--- src/rtl/uart_rx.sv ---
// ---------------------------------------------------------------------------
// uart_rx
//   16x-oversampling 8N1 UART receiver. The serial line is synchronised into
//   the board clock domain and sampled at mid-bit using ticks derived from the
//   rising edges of the baud generator's oversample square wave. The
//   oversample wave is treated as ordinary data and never used as a clock.
//   Received bytes are offered on a valid/ready interface.
//
// Parameters
//   DATA_BITS   data bits per frame (LSB first, no parity, one stop bit)
//   OVERSAMPLE  ticks per bit; must be even and at least 4
//
// Ports
//   i_clk        board clock, all state changes on the rising edge
//   i_rst        synchronous active-high reset
//   i_os_clk     oversample square wave, synchronous to i_clk
//   i_rx         asynchronous serial line, idle high
//   o_data       received byte, stable while o_valid is high
//   o_valid      byte available, held until accepted
//   i_ready      consumer accepts when o_valid & i_ready
//   o_frame_err  one-cycle pulse: stop bit sampled low
//   o_overrun    one-cycle pulse: byte completed while previous one pending
//   o_busy       high whenever the receiver is not idle
// ---------------------------------------------------------------------------
module uart_rx #(
  parameter int DATA_BITS  = 8,
  parameter int OVERSAMPLE = 16
) (
  input  logic                 i_clk,
  input  logic                 i_rst,
  input  logic                 i_os_clk,
  input  logic                 i_rx,
  output logic [DATA_BITS-1:0] o_data,
  output logic                 o_valid,
  input  logic                 i_ready,
  output logic                 o_frame_err,
  output logic                 o_overrun,
  output logic                 o_busy
);

  localparam int OS_W = $clog2(OVERSAMPLE);
  localparam int BI_W = $clog2(DATA_BITS + 1);

  localparam logic [OS_W-1:0] OS_ZERO      = OS_W'(0);
  localparam logic [OS_W-1:0] OS_ONE       = OS_W'(1);
  localparam logic [OS_W-1:0] OS_HALF_LAST = OS_W'(OVERSAMPLE / 2 - 1);
  localparam logic [OS_W-1:0] OS_LAST      = OS_W'(OVERSAMPLE - 1);
  localparam logic [BI_W-1:0] BI_ZERO      = BI_W'(0);
  localparam logic [BI_W-1:0] BI_ONE       = BI_W'(1);
  localparam logic [BI_W-1:0] BI_LAST      = BI_W'(DATA_BITS - 1);

  typedef enum logic [2:0] {
    S_IDLE      = 3'd0,
    S_START     = 3'd1,
    S_DATA      = 3'd2,
    S_STOP      = 3'd3,
    S_WAIT_HIGH = 3'd4
  } state_e;

  // Edge detector and line synchroniser
  logic os_q, os_d;
  logic rx_meta_q, rx_meta_d;
  logic rx_sync_q, rx_sync_d;

  // Receive FSM and datapath
  state_e                 state_q, state_d;
  logic [OS_W-1:0]        os_cnt_q, os_cnt_d;
  logic [BI_W-1:0]        bit_idx_q, bit_idx_d;
  logic [DATA_BITS-1:0]   shift_q, shift_d;

  // Registered outputs
  logic [DATA_BITS-1:0]   data_q, data_d;
  logic                   valid_q, valid_d;
  logic                   frame_err_q, frame_err_d;
  logic                   overrun_q, overrun_d;
  logic                   busy_q, busy_d;

  // Combinational helpers
  logic tick_s;
  logic rx_s;
  logic deliver_s;
  logic stop_err_s;
  logic accept_s;

  // One tick per rising edge of the oversample wave.
  assign tick_s   = i_os_clk & ~os_q;
  assign rx_s     = rx_sync_q;
  assign accept_s = valid_q & i_ready;

  // Next-state values for the tick edge detector and the two-flop synchroniser.
  always_comb begin
    os_d      = i_os_clk;
    rx_meta_d = i_rx;
    rx_sync_d = rx_meta_q;
  end

  // Receive state machine: start validation, bit sampling and stop check.
  always_comb begin
    state_d    = state_q;
    os_cnt_d   = os_cnt_q;
    bit_idx_d  = bit_idx_q;
    shift_d    = shift_q;
    deliver_s  = 1'b0;
    stop_err_s = 1'b0;

    case (state_q)
      S_IDLE: begin
        if (tick_s && !rx_s) begin
          state_d  = S_START;
          os_cnt_d = OS_ZERO;
        end else begin
          state_d  = S_IDLE;
        end
      end

      S_START: begin
        if (tick_s) begin
          if (os_cnt_q == OS_HALF_LAST) begin
            // Mid start bit: still low means a real start, high is a glitch.
            if (!rx_s) begin
              state_d   = S_DATA;
              os_cnt_d  = OS_ZERO;
              bit_idx_d = BI_ZERO;
            end else begin
              state_d   = S_IDLE;
              os_cnt_d  = OS_ZERO;
            end
          end else begin
            os_cnt_d = os_cnt_q + OS_ONE;
          end
        end else begin
          os_cnt_d = os_cnt_q;
        end
      end

      S_DATA: begin
        if (tick_s) begin
          if (os_cnt_q == OS_LAST) begin
            // LSB arrives first, so shift right and insert at the MSB.
            shift_d   = {rx_s, shift_q[DATA_BITS-1:1]};
            os_cnt_d  = OS_ZERO;
            bit_idx_d = bit_idx_q + BI_ONE;
            if (bit_idx_q == BI_LAST) begin
              state_d = S_STOP;
            end else begin
              state_d = S_DATA;
            end
          end else begin
            os_cnt_d = os_cnt_q + OS_ONE;
          end
        end else begin
          os_cnt_d = os_cnt_q;
        end
      end

      S_STOP: begin
        if (tick_s) begin
          if (os_cnt_q == OS_LAST) begin
            os_cnt_d = OS_ZERO;
            if (rx_s) begin
              deliver_s = 1'b1;
              state_d   = S_IDLE;
            end else begin
              stop_err_s = 1'b1;
              state_d    = S_WAIT_HIGH;
            end
          end else begin
            os_cnt_d = os_cnt_q + OS_ONE;
          end
        end else begin
          os_cnt_d = os_cnt_q;
        end
      end

      S_WAIT_HIGH: begin
        // Checked every cycle; a held-low break line never restarts reception.
        if (rx_s) begin
          state_d = S_IDLE;
        end else begin
          state_d = S_WAIT_HIGH;
        end
      end

      default: begin
        state_d   = S_IDLE;
        os_cnt_d  = OS_ZERO;
        bit_idx_d = BI_ZERO;
      end
    endcase
  end

  // Output handshake: load on delivery, drop on accept, flag overrun and errors.
  always_comb begin
    data_d      = data_q;
    valid_d     = valid_q;
    overrun_d   = 1'b0;
    frame_err_d = stop_err_s;
    busy_d      = (state_d != S_IDLE);

    if (deliver_s) begin
      // A same-cycle accept frees the slot for the new byte.
      if (!valid_q || accept_s) begin
        data_d  = shift_q;
        valid_d = 1'b1;
      end else begin
        overrun_d = 1'b1;
      end
    end else if (accept_s) begin
      valid_d = 1'b0;
    end else begin
      valid_d = valid_q;
    end
  end

  // All state and registered outputs, with synchronous reset.
  always_ff @(posedge i_clk) begin
    if (i_rst) begin
      os_q        <= 1'b0;
      rx_meta_q   <= 1'b1;
      rx_sync_q   <= 1'b1;
      state_q     <= S_IDLE;
      os_cnt_q    <= OS_ZERO;
      bit_idx_q   <= BI_ZERO;
      shift_q     <= {DATA_BITS{1'b0}};
      data_q      <= {DATA_BITS{1'b0}};
      valid_q     <= 1'b0;
      frame_err_q <= 1'b0;
      overrun_q   <= 1'b0;
      busy_q      <= 1'b0;
    end else begin
      os_q        <= os_d;
      rx_meta_q   <= rx_meta_d;
      rx_sync_q   <= rx_sync_d;
      state_q     <= state_d;
      os_cnt_q    <= os_cnt_d;
      bit_idx_q   <= bit_idx_d;
      shift_q     <= shift_d;
      data_q      <= data_d;
      valid_q     <= valid_d;
      frame_err_q <= frame_err_d;
      overrun_q   <= overrun_d;
      busy_q      <= busy_d;
    end
  end

  assign o_data      = data_q;
  assign o_valid     = valid_q;
  assign o_frame_err = frame_err_q;
  assign o_overrun   = overrun_q;
  assign o_busy      = busy_q;

endmodule

--- config.mk ---
export PLATFORM = sky130hd
export DESIGN_NAME = uart_rx
export DESIGN_NICKNAME = d
export VERILOG_FILES = /design/src/rtl/uart_rx.sv
export SDC_FILE = /design/constraint.sdc
export NUM_CORES = 1
export LEC_CHECK = 0
export CAP_MARGIN = 15
export CORE_AREA = 4 4 75 77
export DETAILED_ROUTE_END_ITERATION = 7
export DIE_AREA = 0 0 79 81
export DONT_BUFFER_PORTS = 1
export GPL_TIMING_DRIVEN = 0
export HOLD_SLACK_MARGIN = 0.03
export PLACE_DENSITY = 0.5
export SYNTH_ARGS = -nofsm -noshare
export SYNTH_HDL_FRONTEND = slang
export SYNTH_SLANG_ARGS = --single-unit
export TNS_END_PERCENT = 1
--- constraint.sdc ---
create_clock -name i_clk -period 1.6 [get_ports i_clk]
set_input_delay 0.24 -clock i_clk [delete_from_list [all_inputs] [get_ports i_clk]]
set_output_delay 0.24 -clock i_clk [all_outputs]
set_load 0.02 [all_outputs]
# Word-level counts from Yosys, hierarchy flattened

Cells that the tools add are included.

Word-level logic and storage cells: 86
Bits of input ports: 5
Register bits: 34

Muxes and demuxes: 32
$add $sub $neg: 2
Bitwise operators: 9
Eq/ne operators: 15
Reduce and logical (&&, ||, !) cells: 16

Operators with widths:

| kind                                                  | number |
|---|---|
| 2-to-1 mux 4 bit                                      | 10 |
| 2-to-1 mux 3 bit                                      | 7 |
| case mux 4 bit (4 select lines)                       | 1 |
| case mux 3 bit (5 select lines)                       | 1 |
| inequality test 2 bit, second input constant          | 6 |
| case mux 4 bit (3 select lines)                       | 1 |
| 2-to-1 mux 1 bit                                      | 11 |
| adder 4 x 1 -> 4 bit, second input constant           | 2 |
| == test 4 x 3 -> 1 bit, second input constant         | 2 |
| NOT 1 bit                                             | 7 |
| == test 3 x 2 -> 1 bit, second input constant         | 2 |
| AND reduction 6 bit                                   | 1 |
| == test 4 bit, second input constant                  | 1 |
| inequality test 2 x 1 -> 1 bit, second input constant | 2 |
| AND reduction 2 bit                                   | 2 |
| AND reduction 4 bit                                   | 1 |
| OR reduction 2 bit                                    | 2 |
| OR reduction 4 bit                                    | 1 |
| == test 3 x 1 -> 1 bit, second input constant         | 1 |
| == test 3 bit, second input constant                  | 1 |
| zero test 3 bit                                       | 1 |
| AND reduction 3 bit                                   | 1 |
| nonzero test 3 bit                                    | 1 |
| OR reduction 3 bit                                    | 1 |
| 6 further kinds                                       | 8 |

# Longest topological paths before layout

Gate-level depths: netlist of the first run.

Word-level depth: 6
Mapped depth: 6
Depth with buffers taken out: 5

# Worst setup path after synthesis of the first run

No wires, ideal clock.

Path type: register to register
From: register state_q[1]
To: register bit_idx_q[1]
Period minus slack after synthesis: 1.685 ns
Path slack: -0.085 ns
Setup time: 0.072 ns
Stages on the path, launching flop included: 6
Path buffers: 1
Arrival time: 1.614 ns
Required time: 1.528 ns
Path through: dfxtp_1 -> buf_6 -> or4b_1 -> or3_4 -> a21oi_2 -> mux2i_1

Word-level cells in the longest chain between the ends: 4
Elaborated cells between the ends (all ways): 14

RTL lines:

| item                                        | RTL line | source |
|---|---|---|
| from (decl)                                 | 66       | `state_e state_q, state_d;` |
| from (signal assigned)                      | 234      | `state_q <= state_d;` |
| == test 3 bit, or another cell as far along | 106      | `case (state_q)` |
| OR reduction 3 bit (no source line)         | n/a      |  |
| NOT 1 bit (no source line)                  | n/a      |  |
| AND reduction 6 bit (no source line)        | n/a      |  |
| to (signal assigned)                        | 236      | `bit_idx_q <= bit_idx_d;` |
| to (decl)                                   | 68       | `logic [BI_W-1:0] bit_idx_q, bit_idx_d;` |

Several ways; a longest one is shown, not always the timed one.
A chain may end at the register's enable or synchronous reset.

# Final worst setup path of the first run

From: register rx_sync_q, in the netlist rx_s
To: register bit_idx_q[1]

Word-level cells in the longest chain between the ends: 2

RTL lines:

| item                                   | RTL line | source |
|---|---|---|
| from (decl)                            | 63       | `logic rx_sync_q, rx_sync_d;` |
| from (signal assigned)                 | 233      | `rx_sync_q <= rx_sync_d;` |
| inequality test 2 bit (no source line) | n/a      |  |
| AND reduction 6 bit (no source line)   | n/a      |  |

No other way between the ends.

==> results of run 1 <==
-- worst max path at each step --
| stage | slack, ns | cells after the start | startpoint | end |
|---|---|---|---|---|
| 2_1_floorplan | -0.04 | 5 | state_q[1] | bit_idx_q[1] |
| 3_3_place_gp | -0.26 | 6 | os_cnt_q[0] | shift_q[7] |
| 3_5_place_dp | -0.27 | 6 | os_cnt_q[0] | shift_q[2] |
| 4_1_cts | -0.13 | 4 | rx_s | bit_idx_q[1] |
| 5_1_grt | -0.17 | 5 | os_cnt_q[0] | bit_idx_q[3] |
| 6_report | -0.07 | 4 | rx_s | bit_idx_q[1] |
-- registers in the layout (all words and copies together), names as in the netlist --
name         cells
o_data           8
shift_q          8
bit_idx_q        4
os_cnt_q         4
state_q          3
o_busy           1
o_frame_err      1
o_overrun        1
o_valid          1
os_q             1
rx_meta_q        1
rx_s             1
-- cells in the mapped netlist (2+ instances only) --
cell type | n | area share, %
nor2_1 | 15 | 3.9
nand3_1 | 11 | 3.8
xor2_1 | 2 | 1.2
buf_6 | 4 | 3.1
nor2b_1 | 2 | 0.86
o21ai_0 | 10 | 3.4
a211oi_1 | 2 | 1.0
dfxtp_1 | 34 | 47
and2b_2 | 2 | 1.2
nor3_1 | 4 | 1.4
ha_1 | 2 | 1.7
nand2b_1 | 3 | 1.3
a31o_2 | 2 | 1.2
nand4_1 | 2 | 0.86
inv_1 | 2 | 0.52
nor4_1 | 2 | 0.86
or3b_2 | 2 | 1.2
clkbuf_1 | 4 | 1.0
or3_1 | 2 | 0.86
nand2_1 | 2 | 0.52
a21oi_1 | 12 | 4.1
or2_2 | 2 | 0.86
mux2i_1 | 10 | 6.9
-- stage by stage --
step | total power, W | util [%] | hold slack [ns] | TNS, ns
final | 0.00157 | 34.3 | 0.0588 | -0.184
after global routing | 0.00163 | 34.3 | 0.0438 | -1.43
after floorplan | 0.000916 | - | 0.344 | -0.0946
after global placement | 0.000927 | 31.0 | 0.346 | -3.81
after detailed placement | 0.000928 | 31.0 | 0.347 | -4.02
after CTS | 0.00159 | 33.8 | 0.0461 | -0.440
-- power groups by stage --
stage | clock network, W | registers [W] | logic (W)
finish | 0.000656 | 0.000854 | 0.0000565
detailed placement | 0 | 0.000878 | 0.0000498
global placement | 0 | 0.000878 | 0.0000487
floorplan | 0 | 0.000876 | 0.0000392
global route | 0.000715 | 0.000855 | 0.0000626
CTS | 0.000681 | 0.000854 | 0.0000556
-- cells by family (layout without fill, tap and decap cells) --
kind of cell | count (synthesis) | count (layout)
AND/OR/NAND/NOR | 56 | 56
XOR/XNOR | 2 | 2
buffers and inverters | 11 | 20
AO/OA/AOI/OAI | 38 | 38
adder cells (fa/ha/maj) | 2 | 2
multiplexers | 10 | 10
flip-flops | 34 | 34
-- repair_timing --
| item | in CTS | in global routing |
|---|---|---|
| setup endpoints to repair | 25 | 21 |
| cloned | 0 | 0 |
| setup buffers | 2 | 1 |
| pin swaps | 3 | 3 |
| resized for setup | 13 | 4 |
-- metal layers --
layer | up-vias | share of wire (%)
met5 | - | 0
met4 | 0 | 1.0
met3 | 4 | 4.5
met2 | 18 | 49
met1 | 525 | 46
li1 | 572 | -
-- area by class of cell --
type | count | area, um^2 | area share, %
plain buffers | 7 | 56.3 | 3.28
multi-input cells | 108 | 749 | 43.7
well taps | 70 | 87.6 | 5.10
clock buffers | 6 | 82.6 | 4.81
flip-flops and latches | 34 | 694 | 40.5
repair buffers | 3 | 26.3 | 1.53
clock inverters | 2 | 12.5 | 0.729
inverters | 2 | 7.51 | 0.437
==> impl_metrics.toml, run 1 <==
[worst_setup_path]
cp.required_ns = 1.81
cp.arrival_ns = 1.88
start_kind = "flip-flop"
cp_max_fo = 4
r2r_slack_ns = -0.07
crit_type = "flip-flop to flip-flop"
end_kind = "flip-flop"
path_buf_inv = 0
crit_path_top_delay_cell = "or4b_4"
rr_worst_depth = 4
r2r-start = "rx_s"
slowest_delay_ns = 0.51
crit_family = "simple AND/OR/NAND/NOR gates"
r2r-end = "bit_idx_q[1]"
crit_chain = "or4b_4, or3_4, a21oi_4, mux2i_1"

[die]
ios = 17
die_h_um = 81
die-area_mm2 = 0.00640
rows = 26
die_w_um = 79
start_util_pct = 29.1
core_mm2 = 0.00501

[synth]
synth_mux_area_share_pct = 6.87
yosys.area_share.xor_xnor_pct = 1.20
seq_area_frac_synth_pct = 46.7
synth_compound_area_share_pct = 16.7
syn-num-nets = 160
synthArstFlopShare_pct = 0
synth_edf_count = 0
ys_seq_elements = 34
synth_cells = 153
synth_top_family_by_area = "simple AND/OR/NAND/NOR gates"
synth_adder_area_share_pct = 1.72
synth_ff_type = "dfxtp_1"
syn_area_per_cell_um2 = 9.52
synth.yosys.warnings = 0
synth_cell_types = 43
synth-simple-area-share_pct = 21.8
synth_area_mm2 = 0.00146

[drt]
routedWlPerCell_um = 13.0
wirelength_um = 3010
final_antenna_net_count = 0
vias_per_cell = 4.82
dr.first_iter.drc_count = 94
drc = 0
first_pass_iters = 4
vias = 1119

[layout]
layout_common_cells = "dfxtp_1, nor2_1, a21oi_1"
drive_above_1_share_pct = 22.2
area_growth_pct = 17.9
nNetsFinal = 168
final_common_cell = "dfxtp_1"
diodes = 0
final_design_area_no_fill_mm2 = 0.00172
fillers = 525
finalNonFillerCells = 232

[sta]
clock.fmax_mhz = 599
slew_headroom_pct = 67.2
rsz0062_at_grt = "yes"
period_share_pct = 104
tightest_slew_ns = 0.492
finalClockSkew_ns = 0.00735
hold_viol = 0
worst_slack_ns = -0.0695
setup_viol = 4
min_period_ns = 1.67
maxSlewViolCount = 0

[min_path]
hold_start = "i_rx"
holdPathStages = 1
holdPathEnd = "rx_meta_q"
min_path_type = "primary input to flip-flop"

[grt]
grt-ovfl-total = 0
grt_pass1_vias = 1092
grt.busiest_layer = "met2"
grt_pass1_wl_um = 5030
antenna_found_initial = 0
use_met1_pct = 12.6
grt_util_met3_pct = 3.10
use_met2_pct = 16.1
grt_max_degree = 12
grt_usage_pct = 10.3

[clock_tree]
h-tree-depth = 2
clock-root-buffer = "clkbuf_8"
clock-sinks = 34
clk_pin_slew_ns = 0.07
cts_hold_buf = 0
clk_latency_ns = 0.28
cts-buffers-inserted = 5
cts_tree = "yes"
clk_path_buf_depth = 2

[outcome]
violations = "negative setup slack"
status = "finished with violations"

[pwr]
switching_share_pct = 22.3
leakage_nw = 0.549
clockPowerShare_pct = 41.9
ir_drop_mv = 0.285
comb_power_share_pct = 3.6
p_switching_w = 0.000350
seq_power_share_pct = 54.5
p_per_area_mw_per_mm2 = 913
power.internal_w = 0.00122

[placement]
post_dp_cell_area_mm2 = 0.00155
dp_cells = 223
gp_congestion = 0.779
hpwl_um = 2140
io_buffers = 0
pre_cts_ws_ns = -0.268

[flow_run]
maxCapViolCount = 0
Power figures use the tool's default switching activity.
==> run 2: changes to the inputs <==
--- a/config.mk
+++ b/config.mk
@@ -5,6 +5,7 @@
 export SDC_FILE = /design/constraint.sdc
 export NUM_CORES = 1
 export LEC_CHECK = 0
+export ABC_CLOCK_PERIOD_IN_PS = 1500
 export CAP_MARGIN = 15
 export CORE_AREA = 4 4 75 77
 export DETAILED_ROUTE_END_ITERATION = 7
==> constraint.sdc (replaced) <==
create_clock -name i_clk -period 1.5 [get_ports i_clk]
set_input_delay 0.225 -clock i_clk [delete_from_list [all_inputs] [get_ports i_clk]]
set_output_delay 0.225 -clock i_clk [all_outputs]
set_load 0.02 [all_outputs]
==> run 2 against run 1 <==
Against the previous run: the run still ends with negative setup slack left; combinational power grew 16%; flip-flop and latch count is the same; cell area grew 1.7%; non-clock buffer count grew 1; cell count grew 0.43%; first-iteration DRC count is the same; critical endpoint unchanged; highest routed layer unchanged.
==> impl_metrics.toml, run 2 (synthesized netlist as in run 1, its figures left out) <==
[pwr]
switching_share_pct = 22.5
seq_power_share_pct = 54.3
leakage_nw = 0.558
comb_power_share_pct = 3.9
p_per_area_mw_per_mm2 = 962
power.internal_w = 0.00130
clockPowerShare_pct = 41.8
ir_drop_mv = 0.307
p_switching_w = 0.000377

[die]
core_mm2 = 0.00501
die_h_um = 81
rows = 26
ios = 17
die_w_um = 79
start_util_pct = 29.1
die-area_mm2 = 0.00640

[outcome]
status = "finished with violations"
violations = "negative setup slack"

[worst_setup_path]
crit_type = "flip-flop to flip-flop"
cp.arrival_ns = 1.88
cp.required_ns = 1.72
cp_max_fo = 4
start_kind = "flip-flop"
r2r-start = "rx_s"
crit_path_start = "rx_s"
end_kind = "flip-flop"

[placement]
gp_congestion = 0.779
io_buffers = 0
dp_cells = 223
pre_cts_ws_ns = -0.368
post_dp_cell_area_mm2 = 0.00155
hpwl_um = 2140

[sta]
min_period_ns = 1.67
hold_viol = 0
clock.fmax_mhz = 600
maxSlewViolCount = 0
hold_slack_ns = 0.0717
rsz0062_at_grt = "yes"
period_share_pct = 111
slew_headroom_pct = 66.6
setup_viol = 13
finalClockSkew_ns = 0.00715
tightest_slew_ns = 0.501
worst_slack_ns = -0.168

[min_path]
hold_start = "i_os_clk"
min_path_type = "primary input to flip-flop"

[layout]
final_common_cell = "dfxtp_1"
nNetsFinal = 169
area_growth_pct = 19.8
diodes = 0
fillers = 527
layout_common_cells = "dfxtp_1, nor2_1, a21oi_1"
drive_above_1_share_pct = 23.3
final_design_area_no_fill_mm2 = 0.00175
finalNonFillerCells = 233

[grt]
grt_pass1_vias = 1092
grt_max_degree = 12
grt-ovfl-total = 0
grt_pass1_wl_um = 5030
grt_usage_pct = 10.3
antenna_found_initial = 0

[drt]
drc = 0
vias = 1130
dr.first_iter.drc_count = 94
final_antenna_net_count = 0
vias_per_cell = 4.85
routedWlPerCell_um = 13.0
wirelength_um = 3040
first_pass_iters = 4

[clock_tree]
clk_path_buf_depth = 2
h-tree-depth = 2
clk_pin_slew_ns = 0.07
clk_latency_ns = 0.28
clock-root-buffer = "clkbuf_8"
clock-sinks = 34
cts-buffers-inserted = 5
cts_tree = "yes"

[flow_run]
maxCapViolCount = 0
-- run 2: changes by cell type in the layout (fill, tap and decap cells not counted) --
cell and delta:
o311ai_0 -1, and4_2 +1, a221oi_1 -1, o311ai_1 +1, dlygate4sd3_1 +1, o32ai_2 -1
o21ai_1 +2, and4_1 -1, o21ai_0 -2, o32ai_4 +1, a221oi_2 +1
-- run 2: metrics by stage --
| stage | TNS, ns | utilization (%) | total power, W |
|---|---|---|---|
| after global routing | -3.03 | 34.8 | 0.00175 |
| after CTS | -2.02 | 33.8 | 0.00170 |
| after detailed placement | -6.54 | 31.0 | 0.000990 |
| after global placement | -6.36 | 31.0 | 0.000988 |
| final | -1.31 | 34.8 | 0.00168 |
| after floorplan | -1.30 | - | 0.000977 |
-- run 2: final cells by class --
| cell class | count | area (um^2) | share of cell area [%] |
|---|---|---|---|
| multi-input combinational | 108 | 768 | 44.0 |
| sequential | 34 | 694 | 39.8 |
| timing repair buffer | 4 | 36.3 | 2.08 |
| buffer | 7 | 56.3 | 3.23 |
| tap | 70 | 87.6 | 5.02 |
| clock inverter | 2 | 12.5 | 0.717 |
| inverter | 2 | 7.51 | 0.430 |
| clock buffer | 6 | 82.6 | 4.73 |
-- run 2: routing by layer --
layer,part of all wire (%),GRT usage (%),vias to the layer above
li1,-,-,579
met1,47,12.6,531
met2,47,16.1,13
met4,2.2,5.67,0
met3,4.0,3.10,7
met5,0,0,-
-- run 2: worst paths after layout --
path                                      to  slack (ns)  cells after the start
worst max-delay path            bit_idx_q[1]       -0.17                      4
worst min-delay path                    os_q        0.07                      1
worst max register to register  bit_idx_q[1]       -0.17                      4
worst min register to register          rx_s        0.41                      1
-- run 2: repair_timing --
action                                  4_1_cts  5_1_grt
setup buffers                                 2        1
endpoints found under the hold margin         0        1
hold buffers                                  0        1
endpoints found under the setup margin       26       27
pin swaps                                     4        4
resized for setup                            13       10
-- run 2: critical path, cell delays in order, from the launching register on --
cell     delay, ns
dfxtp_4       0.34
or4b_4        0.51
or3_4         0.36
a21oi_4       0.19
mux2i_1       0.19
-- run 2: power groups by stage --
stage / Clock (W) / Sequential, W / Combinational (W)
finish: 0.000701 / 0.000911 / 0.0000656
global route: 0.000762 / 0.000912 / 0.0000724
CTS: 0.000726 / 0.000911 / 0.0000592
detailed placement: 0 / 0.000936 / 0.0000531
global placement: 0 / 0.000936 / 0.0000519
floorplan: 0 / 0.000935 / 0.0000418
==> run 3: changes to the inputs <==
--- a/config.mk
+++ b/config.mk
@@ -7,13 +7,14 @@
 export LEC_CHECK = 0
 export ABC_CLOCK_PERIOD_IN_PS = 1500
 export CAP_MARGIN = 15
-export CORE_AREA = 4 4 75 77
+export CORE_AREA = 4 4 59 61
 export DETAILED_ROUTE_END_ITERATION = 7
-export DIE_AREA = 0 0 79 81
+export DIE_AREA = 0 0 63 65
 export DONT_BUFFER_PORTS = 1
 export GPL_TIMING_DRIVEN = 0
 export HOLD_SLACK_MARGIN = 0.03
-export PLACE_DENSITY = 0.5
+export PLACE_DENSITY = 0.72
+export RECOVER_POWER = 25
 export SYNTH_ARGS = -nofsm -noshare
 export SYNTH_HDL_FRONTEND = slang
 export SYNTH_SLANG_ARGS = --single-unit
==> run 3 against run 2 <==
Against the previous run: the flow still finishes with violations (negative setup slack); total power fell by 0.57%; setup slack better by 0.0071 ns; cell area fell by 3.8%; worst hold slack got worse by 0.0069 ns; clock-buffer cell count stayed put; critical endpoint unchanged; largest power group unchanged; highest routed layer unchanged.
==> impl_metrics.toml, run 3 (synthesized netlist as in run 1, its figures left out) <==
[pwr]
p_per_area_mw_per_mm2 = 994
power_w = 0.00167
ir_drop_mv = 0.493
leakage_nw = 0.561

[drt]
first_pass_iters = 4
vias_per_cell = 5.82
wl_met2_um = 1320
maxUsedRoutingLayer = "met4"
met1_length_um = 1350
wl_met3_um = 199
drc = 0
vias = 1147
wirelength_um = 2910
dr.first_iter.drc_count = 116
routedWlPerCell_um = 14.8
final_antenna_net_count = 0

[grt]
grt_usage_pct = 15.5
grt_pass1_wl_um = 4920
antenna_found_initial = 0
grt_pass1_vias = 1084
grt-ovfl-total = 0
grt_max_degree = 11

[die]
start_util_pct = 48.9
die-area_mm2 = 0.00410
rows = 20
die_h_um = 65
ios = 17
core_mm2 = 0.00298
die_w_um = 63

[placement]
io_buffers = 0
gp_congestion = 0.852
pre_cts_ws_ns = -0.330
hpwl_um = 1960
dp_cells = 186

[worst_setup_path]
crit_type = "flip-flop to flip-flop"
end_kind = "flip-flop"
cp_max_fo = 4
cp.required_ns = 1.78
cp.arrival_ns = 1.94
start_kind = "flip-flop"
r2r_slack_ns = -0.16

[layout]
diodes = 0
nNetsFinal = 171
finalNonFillerCells = 197
fillers = 258
drive_above_1_share_pct = 22.0
layout_common_cells = "dfxtp_1, nor2_1, a21oi_1"
final_common_cell = "dfxtp_1"
area_growth_pct = 15.3

[sta]
min_period_ns = 1.66
setup_tns_ns = -1.70
rsz0062_at_grt = "yes"
setup_viol = 21
finalClockSkew_ns = 0.0135
tightest_slew_ns = 0.506
clock.fmax_mhz = 602
hold_viol = 0
period_share_pct = 111
maxSlewViolCount = 0
slew_headroom_pct = 66.3
worst_slack_ns = -0.161

[clock_tree]
clock-sinks = 34
clk_path_buf_depth = 2
clk_pin_slew_ns = 0.10
h-tree-depth = 2
cts_tree = "yes"
cts-buffers-inserted = 5
clk_latency_ns = 0.34
clock-root-buffer = "clkbuf_4"

[min_path]
min_path_type = "primary input to flip-flop"

[outcome]
violations = "negative setup slack"
status = "finished with violations"

[flow_run]
maxCapViolCount = 0
==> run 3: what timing repair did <==
item,4_1_cts,5_1_grt
hold buffers,2,0
buffers inserted,1,3
pin swaps,4,2
setup endpoints to repair,26,27
gates resized for setup,13,2
endpoints found under the hold margin,2,0
==> run 3: power by group <==
| group | switching [W] | internal [W] |
|---|---|---|
| Combinational | 0.0000364 | 0.0000282 |
| Sequential | 0.00000550 | 0.000906 |
| Clock | 0.000305 | 0.000388 |
==> run 3: path summary, 6_finish.rpt <==
path,from,end,depth (start not counted)
max,os_q,bit_idx_q[1],4
min,i_rst,os_q,2
max reg2reg,os_q,bit_idx_q[1],4
min reg2reg,rx_meta_q,rx_s,1
==> run 3: metrics by stage <==
step / util [%] / hold WS [ns] / instance area [um^2]
4_1_cts: 55.0 / 0.0685 / 1640
5_1_grt: 56.4 / 0.0559 / 1680
2_1_floorplan: - / 0.329 / 1460
6_report: 56.4 / 0.0648 / 1680
3_3_place_gp: 50.5 / 0.329 / 1510
3_5_place_dp: 50.5 / 0.332 / 1510
==> run 3: per-layer routing <==
layer / GRT usage (%) / vias up
met1: 18.9 / 529
met3: 6.93 / 5
met5: 0 / -
met4: 6.34 / 0
li1: - / 580
met2: 23.6 / 33
==> run 3: layout make-up <==
class / count / area (um^2) / share of cell area [%]
buffer: 7 / 52.6 / 3.13
clock buffer: 6 / 51.3 / 3.06
clock inverter: 1 / 30.0 / 1.79
inverter: 2 / 7.51 / 0.447
multi-input combinational: 108 / 752 / 44.8
sequential: 34 / 694 / 41.4
tap: 33 / 41.3 / 2.46
timing repair buffer: 6 / 50.0 / 2.98
==> run 3: critical path: stages (launching register included) <==
cell     delay [ns]
dfxtp_2        0.34
or4b_4         0.53
or3_4          0.36
a21oi_4        0.18
mux2i_1        0.19
